<file path="config.mk">
export PLATFORM = sky130hd
export DESIGN_NAME = pipe_hazard_ctrl_flat
export DESIGN_NICKNAME = d
export VERILOG_FILES = /design/src/rtl/pipe_hazard_ctrl_if.sv /design/src/rtl/pipe_hazard_ctrl.sv /design/src/flat_wrapper.sv
export SDC_FILE = /design/constraint.sdc
export NUM_CORES = 1
export LEC_CHECK = 0
export ABC_AREA = 1
export CAP_MARGIN = 20
export CORE_UTILIZATION = 30
export DETAILED_ROUTE_END_ITERATION = 8
export GPL_TIMING_DRIVEN = 0
export HOLD_SLACK_MARGIN = 0.02
export PLACE_DENSITY = 0.6
export SETUP_SLACK_MARGIN = 0.1
export SLEW_MARGIN = 20
export SYNTH_ARGS = -nofsm -noshare
export SYNTH_HDL_FRONTEND = slang
export SYNTH_SLANG_ARGS = --single-unit
export TNS_END_PERCENT = 20
</file>
<file path="constraint.sdc">
create_clock -name clk_i -period 3.4 [get_ports clk_i]
set_input_delay 0.34 -clock clk_i [delete_from_list [all_inputs] [get_ports clk_i]]
set_output_delay 0.34 -clock clk_i [all_outputs]
set_load 0.02 [all_outputs]
</file>
<file path="src/rtl/pipe_hazard_ctrl_if.sv">
// Hazard-controller bundle: D/E/M pipeline status in, per-stage stall/bubble
// controls and performance counters out.
interface pipe_hazard_ctrl_if #(
  parameter int CNT_W = 32
);
  logic [4:0]       D_reg_raddr1_i;
  logic [4:0]       D_reg_raddr2_i;
  logic             D_rs1_used_i;
  logic             D_rs2_used_i;
  logic [4:0]       E_reg_waddr_i;
  logic             E_reg_wen_i;
  logic             E_reg_mux_i;
  logic             E_multi_i;
  logic             E_branch_taken_i;
  logic             M_mem_req_i;
  logic             M_mem_ack_i;

  logic             F_stall_o;
  logic             D_stall_o;
  logic             D_bubble_o;
  logic             E_stall_o;
  logic             E_bubble_o;
  logic             M_stall_o;
  logic             M_bubble_o;
  logic             W_bubble_o;
  logic             ex_busy_o;
  logic [CNT_W-1:0] stall_cnt_o;
  logic [CNT_W-1:0] flush_cnt_o;

  modport master (
    output D_reg_raddr1_i, D_reg_raddr2_i, D_rs1_used_i, D_rs2_used_i,
           E_reg_waddr_i, E_reg_wen_i, E_reg_mux_i, E_multi_i, E_branch_taken_i,
           M_mem_req_i, M_mem_ack_i,
    input  F_stall_o, D_stall_o, D_bubble_o, E_stall_o, E_bubble_o,
           M_stall_o, M_bubble_o, W_bubble_o, ex_busy_o, stall_cnt_o, flush_cnt_o
  );

  modport slave (
    input  D_reg_raddr1_i, D_reg_raddr2_i, D_rs1_used_i, D_rs2_used_i,
           E_reg_waddr_i, E_reg_wen_i, E_reg_mux_i, E_multi_i, E_branch_taken_i,
           M_mem_req_i, M_mem_ack_i,
    output F_stall_o, D_stall_o, D_bubble_o, E_stall_o, E_bubble_o,
           M_stall_o, M_bubble_o, W_bubble_o, ex_busy_o, stall_cnt_o, flush_cnt_o
  );
endinterface

</file>
<file path="src/rtl/pipe_hazard_ctrl.sv">
// Central hazard controller for the 5-stage pipeline: prioritised stall/bubble
// generation, multi-cycle execute sequencer and stall/flush counters.
module pipe_hazard_ctrl #(
  parameter int MUL_LAT = 4,
  parameter int CNT_W   = 32
) (
  input  logic                clk_i,
  input  logic                rst_i,
  pipe_hazard_ctrl_if.slave   hz_if
);

  typedef enum logic {IDLE, BUSY} state_e;

  localparam logic [3:0] LAST_CNT = 4'(MUL_LAT - 1);

  state_e           state_q, state_d;
  logic [3:0]       cnt_q, cnt_d;
  logic [CNT_W-1:0] stall_cnt_q, flush_cnt_q;

  logic mem_wait, ex_stall, redirect, load_use;
  logic f_stall, d_stall, d_bubble, e_stall, e_bubble, m_stall, m_bubble, w_bubble;

  logic [4:0] src_addr [2];
  logic       src_used [2];
  logic [1:0] src_hit;

  assign src_addr[0] = hz_if.D_reg_raddr1_i;
  assign src_addr[1] = hz_if.D_reg_raddr2_i;
  assign src_used[0] = hz_if.D_rs1_used_i;
  assign src_used[1] = hz_if.D_rs2_used_i;

  generate
    for (genvar gi = 0; gi < 2; gi++) begin : g_src
      assign src_hit[gi] = src_used[gi] & (src_addr[gi] == hz_if.E_reg_waddr_i);
    end
  endgenerate

  assign mem_wait = hz_if.M_mem_req_i & ~hz_if.M_mem_ack_i;
  assign redirect = hz_if.E_branch_taken_i & ~ex_stall & ~mem_wait;
  assign load_use = hz_if.E_reg_mux_i & hz_if.E_reg_wen_i &
                    (hz_if.E_reg_waddr_i != 5'd0) & (|src_hit);

  always_comb begin
    state_d  = state_q;
    cnt_d    = cnt_q;
    ex_stall = 1'b0;
    case (state_q)
      IDLE: begin
        if (hz_if.E_multi_i) begin
          ex_stall = 1'b1;
          state_d  = BUSY;
          cnt_d    = 4'd1;
        end
      end
      BUSY: begin
        if (cnt_q != LAST_CNT) begin
          ex_stall = 1'b1;
          cnt_d    = cnt_q + 4'd1;
        end else begin
          state_d = IDLE;
          cnt_d   = 4'd0;
        end
      end
      default: begin
        state_d = IDLE;
        cnt_d   = 4'd0;
      end
    endcase
    // The whole pipe is frozen behind memory, so the op's occupancy count is too.
    if (mem_wait) begin
      state_d = state_q;
      cnt_d   = cnt_q;
    end
  end

  always_comb begin
    f_stall  = 1'b0;
    d_stall  = 1'b0;
    d_bubble = 1'b0;
    e_stall  = 1'b0;
    e_bubble = 1'b0;
    m_stall  = 1'b0;
    m_bubble = 1'b0;
    w_bubble = 1'b0;
    if (!rst_i) begin
      if (mem_wait) begin
        f_stall  = 1'b1;
        d_stall  = 1'b1;
        e_stall  = 1'b1;
        m_stall  = 1'b1;
        w_bubble = 1'b1;
      end else if (ex_stall) begin
        f_stall  = 1'b1;
        d_stall  = 1'b1;
        e_stall  = 1'b1;
        m_bubble = 1'b1;
      end else if (redirect) begin
        d_bubble = 1'b1;
        e_bubble = 1'b1;
      end else if (load_use) begin
        f_stall  = 1'b1;
        d_stall  = 1'b1;
        e_bubble = 1'b1;
      end
    end
  end

  always_ff @(posedge clk_i or posedge rst_i) begin
    if (rst_i) begin
      state_q     <= IDLE;
      cnt_q       <= 4'd0;
      stall_cnt_q <= '0;
      flush_cnt_q <= '0;
    end else begin
      state_q     <= state_d;
      cnt_q       <= cnt_d;
      stall_cnt_q <= stall_cnt_q + {{(CNT_W-1){1'b0}}, f_stall};
      flush_cnt_q <= flush_cnt_q + {{(CNT_W-1){1'b0}}, redirect};
    end
  end

  assign hz_if.F_stall_o   = f_stall;
  assign hz_if.D_stall_o   = d_stall;
  assign hz_if.D_bubble_o  = d_bubble;
  assign hz_if.E_stall_o   = e_stall;
  assign hz_if.E_bubble_o  = e_bubble;
  assign hz_if.M_stall_o   = m_stall;
  assign hz_if.M_bubble_o  = m_bubble;
  assign hz_if.W_bubble_o  = w_bubble;
  assign hz_if.ex_busy_o   = (state_q == BUSY);
  assign hz_if.stall_cnt_o = stall_cnt_q;
  assign hz_if.flush_cnt_o = flush_cnt_q;

endmodule

</file>
<file path="src/flat_wrapper.sv">
// flat-port wrapper written by rule: the top's interface ports become plain ports
module pipe_hazard_ctrl_flat 
#(
  parameter int MUL_LAT = 4,
  parameter int CNT_W   = 32
)
  (clk_i, rst_i, hz_if_D_reg_raddr1_i, hz_if_D_reg_raddr2_i, hz_if_D_rs1_used_i, hz_if_D_rs2_used_i, hz_if_E_reg_waddr_i, hz_if_E_reg_wen_i, hz_if_E_reg_mux_i, hz_if_E_multi_i, hz_if_E_branch_taken_i, hz_if_M_mem_req_i, hz_if_M_mem_ack_i, hz_if_F_stall_o, hz_if_D_stall_o, hz_if_D_bubble_o, hz_if_E_stall_o, hz_if_E_bubble_o, hz_if_M_stall_o, hz_if_M_bubble_o, hz_if_W_bubble_o, hz_if_ex_busy_o, hz_if_stall_cnt_o, hz_if_flush_cnt_o);
  pipe_hazard_ctrl_if #(.CNT_W(CNT_W)) hz_if_i ();
  input  logic clk_i;
  input  logic rst_i;
  input wire logic [$bits(hz_if_i.D_reg_raddr1_i)-1:0] hz_if_D_reg_raddr1_i;
  input wire logic [$bits(hz_if_i.D_reg_raddr2_i)-1:0] hz_if_D_reg_raddr2_i;
  input wire logic [$bits(hz_if_i.D_rs1_used_i)-1:0] hz_if_D_rs1_used_i;
  input wire logic [$bits(hz_if_i.D_rs2_used_i)-1:0] hz_if_D_rs2_used_i;
  input wire logic [$bits(hz_if_i.E_reg_waddr_i)-1:0] hz_if_E_reg_waddr_i;
  input wire logic [$bits(hz_if_i.E_reg_wen_i)-1:0] hz_if_E_reg_wen_i;
  input wire logic [$bits(hz_if_i.E_reg_mux_i)-1:0] hz_if_E_reg_mux_i;
  input wire logic [$bits(hz_if_i.E_multi_i)-1:0] hz_if_E_multi_i;
  input wire logic [$bits(hz_if_i.E_branch_taken_i)-1:0] hz_if_E_branch_taken_i;
  input wire logic [$bits(hz_if_i.M_mem_req_i)-1:0] hz_if_M_mem_req_i;
  input wire logic [$bits(hz_if_i.M_mem_ack_i)-1:0] hz_if_M_mem_ack_i;
  output wire logic [$bits(hz_if_i.F_stall_o)-1:0] hz_if_F_stall_o;
  output wire logic [$bits(hz_if_i.D_stall_o)-1:0] hz_if_D_stall_o;
  output wire logic [$bits(hz_if_i.D_bubble_o)-1:0] hz_if_D_bubble_o;
  output wire logic [$bits(hz_if_i.E_stall_o)-1:0] hz_if_E_stall_o;
  output wire logic [$bits(hz_if_i.E_bubble_o)-1:0] hz_if_E_bubble_o;
  output wire logic [$bits(hz_if_i.M_stall_o)-1:0] hz_if_M_stall_o;
  output wire logic [$bits(hz_if_i.M_bubble_o)-1:0] hz_if_M_bubble_o;
  output wire logic [$bits(hz_if_i.W_bubble_o)-1:0] hz_if_W_bubble_o;
  output wire logic [$bits(hz_if_i.ex_busy_o)-1:0] hz_if_ex_busy_o;
  output wire logic [$bits(hz_if_i.stall_cnt_o)-1:0] hz_if_stall_cnt_o;
  output wire logic [$bits(hz_if_i.flush_cnt_o)-1:0] hz_if_flush_cnt_o;
  assign hz_if_i.D_reg_raddr1_i = hz_if_D_reg_raddr1_i;
  assign hz_if_i.D_reg_raddr2_i = hz_if_D_reg_raddr2_i;
  assign hz_if_i.D_rs1_used_i = hz_if_D_rs1_used_i;
  assign hz_if_i.D_rs2_used_i = hz_if_D_rs2_used_i;
  assign hz_if_i.E_reg_waddr_i = hz_if_E_reg_waddr_i;
  assign hz_if_i.E_reg_wen_i = hz_if_E_reg_wen_i;
  assign hz_if_i.E_reg_mux_i = hz_if_E_reg_mux_i;
  assign hz_if_i.E_multi_i = hz_if_E_multi_i;
  assign hz_if_i.E_branch_taken_i = hz_if_E_branch_taken_i;
  assign hz_if_i.M_mem_req_i = hz_if_M_mem_req_i;
  assign hz_if_i.M_mem_ack_i = hz_if_M_mem_ack_i;
  assign hz_if_F_stall_o = hz_if_i.F_stall_o;
  assign hz_if_D_stall_o = hz_if_i.D_stall_o;
  assign hz_if_D_bubble_o = hz_if_i.D_bubble_o;
  assign hz_if_E_stall_o = hz_if_i.E_stall_o;
  assign hz_if_E_bubble_o = hz_if_i.E_bubble_o;
  assign hz_if_M_stall_o = hz_if_i.M_stall_o;
  assign hz_if_M_bubble_o = hz_if_i.M_bubble_o;
  assign hz_if_W_bubble_o = hz_if_i.W_bubble_o;
  assign hz_if_ex_busy_o = hz_if_i.ex_busy_o;
  assign hz_if_stall_cnt_o = hz_if_i.stall_cnt_o;
  assign hz_if_flush_cnt_o = hz_if_i.flush_cnt_o;
  pipe_hazard_ctrl #(.MUL_LAT(MUL_LAT), .CNT_W(CNT_W)) u_core (.clk_i(clk_i), .rst_i(rst_i), .hz_if(hz_if_i));
endmodule
</file>
== After elaboration in Yosys (flattened, before gate mapping) ==
Index checks and enable logic that the tools add are counted.
Word-level totals
  input port bits: 25
  flip-flop bits (word level): 69
  output and inout bits: 73
  word-level logic and storage cells: 52
Operators by class
  bitwise gates (word level): 12
  muxes and demuxes: 26
  add/sub/neg operators: 3
  equal/unequal tests: 4
  reduce and logical (&&, ||, !) cells: 3
Operators by type and width (count)
  adder 32 x 1 -> 32 bit: 2
  two-way mux 1 bit: 22
  == test 5 bit: 2
  bitwise AND 1 bit: 8
  two-way mux 4 bit: 2
  case mux 4 bit (2 select lines): 1
  nonzero test 5 bit: 1
  adder 4 x 1 -> 4 bit (second input constant): 1
  != test 4 x 2 -> 1 bit (second input constant): 1
  inverter 1 bit: 4
  != test 2 bit (second input constant): 1
  case mux 1 bit (2 select lines): 1
  AND reduction 2 bit: 1
  OR reduction 2 bit: 1

== Depth between registers and ports, before layout ==
  depth after elaboration: 11
  gate-level depth with buffers: 18
  gate-level depth less buffers: 18

== Worst setup path after synthesis ==
No wires, ideal clock.
  path type: input to register
  start: in rst_i
  end: reg u_core.stall_cnt_q[20] (netlist: u_core.hz_if.stall_cnt_o[20])
  stages: 12
  required time: 3.280 ns
  arrival time: 3.782 ns
  library setup time: 0.120 ns
  path buffers: 0
  path slack: -0.503 ns
  path through: inv_1 nand2_1 o21ai_0 ha_1 ha_1 nand3_2 nor2_4 nand2_4 nor2_8 nand2_4 o21ai_1 nand2_1
Between the ends
  cells in the longest elaborated chain, start to end: 2
Ends and longest elaborated chain
  from (decl): line flat_wrapper.sv:10  | input logic rst_i;
  two-way mux 1 bit
  net hz_if_D_stall_o: line flat_wrapper.sv:23  | output wire logic [$bits(hz_if_i.D_stall_o)-1:0] hz_if_D_stall_o;
  adder 32 x 1 -> 32 bit: line pipe_hazard_ctrl.sv:117  | stall_cnt_q <= stall_cnt_q + {{(CNT_W-1){1'b0}}, f_stall};
  to (signal assigned): line pipe_hazard_ctrl.sv:117
  to (decl): line pipe_hazard_ctrl.sv:18  | logic [CNT_W-1:0] stall_cnt_q, flush_cnt_q;
The timed path passes the listed nets, and every way through them passes these cells.
A chain may end at the register's enable or synchronous reset.

== Worst setup path after layout ==
  start: in rst_i
  end: out hz_if_F_stall_o
Between the ends
  cells in the longest elaborated chain, start to end: 1
Ends and longest elaborated chain
  two-way mux 1 bit: line pipe_hazard_ctrl.sv:85  | if (!rst_i) begin
  to (decl): line flat_wrapper.sv:22  | output wire logic [$bits(hz_if_i.F_stall_o)-1:0] hz_if_F_stall_o;
No other way between the ends.

==> reports/metrics.yaml <==
die_x_um: 116
most_numerous_cell_in_the_yosys_netlist: "nand2_1"
syn_area_mm2: 0.00390
timing.setup.tns_ns: 0
synth_area_leaders: "dfrtp_1 (44%), nand2_1 (15%), xor2_1 (8.1%)"
worst_pin_slew_ns: 0.445
num_antenna_cells: 0
cp_data_arrival_time_ns: 2.68
holdCritPathClass: "input pin to async pin"
cts-htree-levels: 3
grt_antenna_before_repair: 0
synth-async-reset-ratio_pct: 100
drtIter0Drc: 193
final-hold-violation-count: 0
worst-setup-path-type: "input pin to output pin"
end_kind: "output pin"
cts.reportedPaths.clkPinSlew_ns: 0.06
synth-edff-count: 0
synthDominantCellAreaShare_pct: 44.3
grt_setup_unrepaired: "false"
cells_along_the_critical_path: "clkdlybuf4s50_1 > clkinvlp_4 > buf_12 > nand2_1 > o21ai_0 > buf_4 > clkdlybuf4s50_1"
seq_area_mm2: 0.00173
critPathBufInv: 5
report.final.setup_viol: 0
finalWirelength_mm: 9.72
drt_drc_violations_left: 0
critical_path.startpoint_type: "input pin"
core.rowCount: 41
multiInputGateArea_mm2: 0.00191
largest_net_degree_at_the_start_of_global_routing: 31
seq_area_frac_synth_pct: 44.3
run_status: "finished clean"
power-per-cell-area_mw_per_mm2: 467
power.static_leakage_nw: 2.52
timing.max_slew.rel_slack_pct: 70.0
pin_count: 98
critical_path.top_delay_family: "buffers and inverters"
instances_no_fill: 778
global_route.usage.total_pct: 15.2
hold_buffers: 0
num_vias: 3438
cts-resized-gates: 0
post_synthesis_to_final_layout_area_growth_pct: 39.2
path_max_fanout: 30
critical-path-top-cell-by-count: "clkdlybuf4s50_1"
drt-vias-per-instance: 4.42
globalplace.congestion: 0.867
synthesis.yosys.warnings: 0
overflow: 0
drt.antenna.violating_nets: 0
net_count_reported_at_finish: 631
grt_first_pass_wirelength_mm: 15.8
yosys_register_bits: 69
post_synth.cell_area_avg_um2: 7.94
cp_data_required_time_ns: 3.06
filler_cell_count: 1311
dieHeight_um: 116
cts_sinks: 69
clk_path_buf_depth: 2
max_freq_mhz: 331
post_cts.repair.setup_buffers: 0
core_region_area_mm2: 0.0126
total_of_max_cap_violations: 0
drt_first_pass_iters: 4
synth.distinct_cells: 27
worst_skew_pair.late_latency_ns: 0.33
final_max_slew_viol_count: 0
clock_skew_ns: 0.0120
die-area_mm2: 0.0134
grt_pass1_vias: 3257
layout-drive-gt1-share_pct: 9.08
synth_cells: 491
cts_tree: "done"
syn-num-nets: 521
hpwl_mm: 7.78
dpl.cell_count: 762
finalWorstPathRequiredPeriod_ns: 3.02
dpl_cell_area_mm2: 0.00513
yosys_most_used_dff: "dfrtp_1"
start_util_pct: 30.9
numPortBuffers: 97
synth.top_cells.by_count: "nand2_1 (152), dfrtp_1 (69), inv_1 (62)"
vdd_ir_drop_max_mv: 0.249
cpPeakStageDelay_ns: 0.59
numCtsBuffers: 9
part_of_the_cycle_the_worst_path_needs_pct: 88.8
routedWlPerCell_um: 12.5
synth_area_leader_cell: "dfrtp_1"
finalInstanceArea_mm2: 0.00542
timing.critical_path.slowest_stage_cell: "clkdlybuf4s50_1"
totalPowerFinal_mw: 2.54
root_buffer: "clkbuf_16"
-- final cells by class --
cell class	count	area share (%)
buffer	2	0.277
clock buffer	12	4.91
clock inverter	4	0.554
inverter	65	4.57
multi-input combinational	355	35.2
sequential	69	31.8
tap	172	3.97
timing repair buffer	99	18.6
-- state kept, by name, indices dropped and copies added, names as in the netlist --
| register | flops |
|---|---|
| u_core.hz_if.ex_busy_o | 1 |
| u_core.cnt_q | 4 |
| u_core.hz_if.stall_cnt_o | 32 |
| u_core.hz_if.flush_cnt_o | 32 |
-- worst register-to-register path: cells and delay by family (launching register included) --
family                   cells  cell delay [ns]
AO/OA/AOI/OAI                1             0.18
adder cells (fa/ha/maj)      3             0.60
buffers and inverters        2             0.17
flip-flops                   1             0.39
AND/OR/NAND/NOR             12             1.31
-- metal layers --
layer  track usage [%]  share of wire [%]
met3              3.82                5.2
met1              20.9                 48
met2              23.5                 46
met4              4.70                1.0
met5                 0                  0
-- cells by family after synthesis --
group | Yosys count | share of synthesized area [%]
AND/OR/NAND/NOR | 286 | 34.0
flip-flops | 69 | 44.3
buffers and inverters | 67 | 6.65
XOR/XNOR | 54 | 12.1
AO/OA/AOI/OAI | 10 | 1.28
adder cells (fa/ha/maj) | 5 | 1.61
-- power breakdown --
part / leakage [nW] / total, mW / switching (mW) / internal, mW
Combinational: 1.50 / 0.596 / 0.320 / 0.276
Clock: 0.145 / 0.913 / 0.357 / 0.556
Sequential: 0.877 / 1.03 / 0.111 / 0.915
Total: 2.52 / 2.54 / 0.788 / 1.75
-- cell usage in the layout, fill, tap and decap left out, types with 2 or more instances in the layout --
cell	synthesis	routed
buf_12	0	2
buf_4	2	2
clkbuf_16	0	9
clkbuf_8	0	3
clkdlybuf4s50_1	0	97
clkinvlp_4	0	2
dfrtp_1	69	69
ha_1	5	5
inv_1	62	61
inv_2	3	3
nand2_1	152	152
nand2_2	3	3
nand2_4	2	2
nand3_1	13	13
nand3_2	4	4
nand3b_1	3	3
nand4_1	11	11
nor2_1	59	59
nor2_2	9	9
nor2_4	2	2
nor3_1	15	15
nor3_2	7	7
nor3_4	2	2
o21ai_0	8	8
xnor2_1	18	18
xor2_1	36	36
-- through the flow --
step | worst slack (ns) | hold WS, ns | util [%]
3_3_place_gp | -0.809 | 0.464 | 40.3
3_5_place_dp | 0.0353 | 0.475 | 40.6
5_1_grt | 0.117 | 0.491 | 43.0
6_report | 0.380 | 0.446 | 43.0
4_1_cts | 0.320 | 0.447 | 43.0
2_1_floorplan | 0.247 | 0.467 | -
-- path summary, 6_finish.rpt --
path                                              start                            to  slack, ns  cells past startpoint
max                                               rst_i               hz_if_F_stall_o       0.38                      7
min                                               rst_i  u_core.hz_if.stall_cnt_o[10]       0.45                      2
max reg2reg                             u_core.cnt_q[0]  u_core.hz_if.flush_cnt_o[26]       0.65                     18
min reg2reg                u_core.hz_if.stall_cnt_o[31]  u_core.hz_if.stall_cnt_o[31]       0.47                      1
max in group asynchronous                         rst_i  u_core.hz_if.flush_cnt_o[22]       2.46                      3
min in group clk_i         u_core.hz_if.stall_cnt_o[31]  u_core.hz_if.stall_cnt_o[31]       0.47                      1
Note: power is estimated with default switching activity, not from simulation.
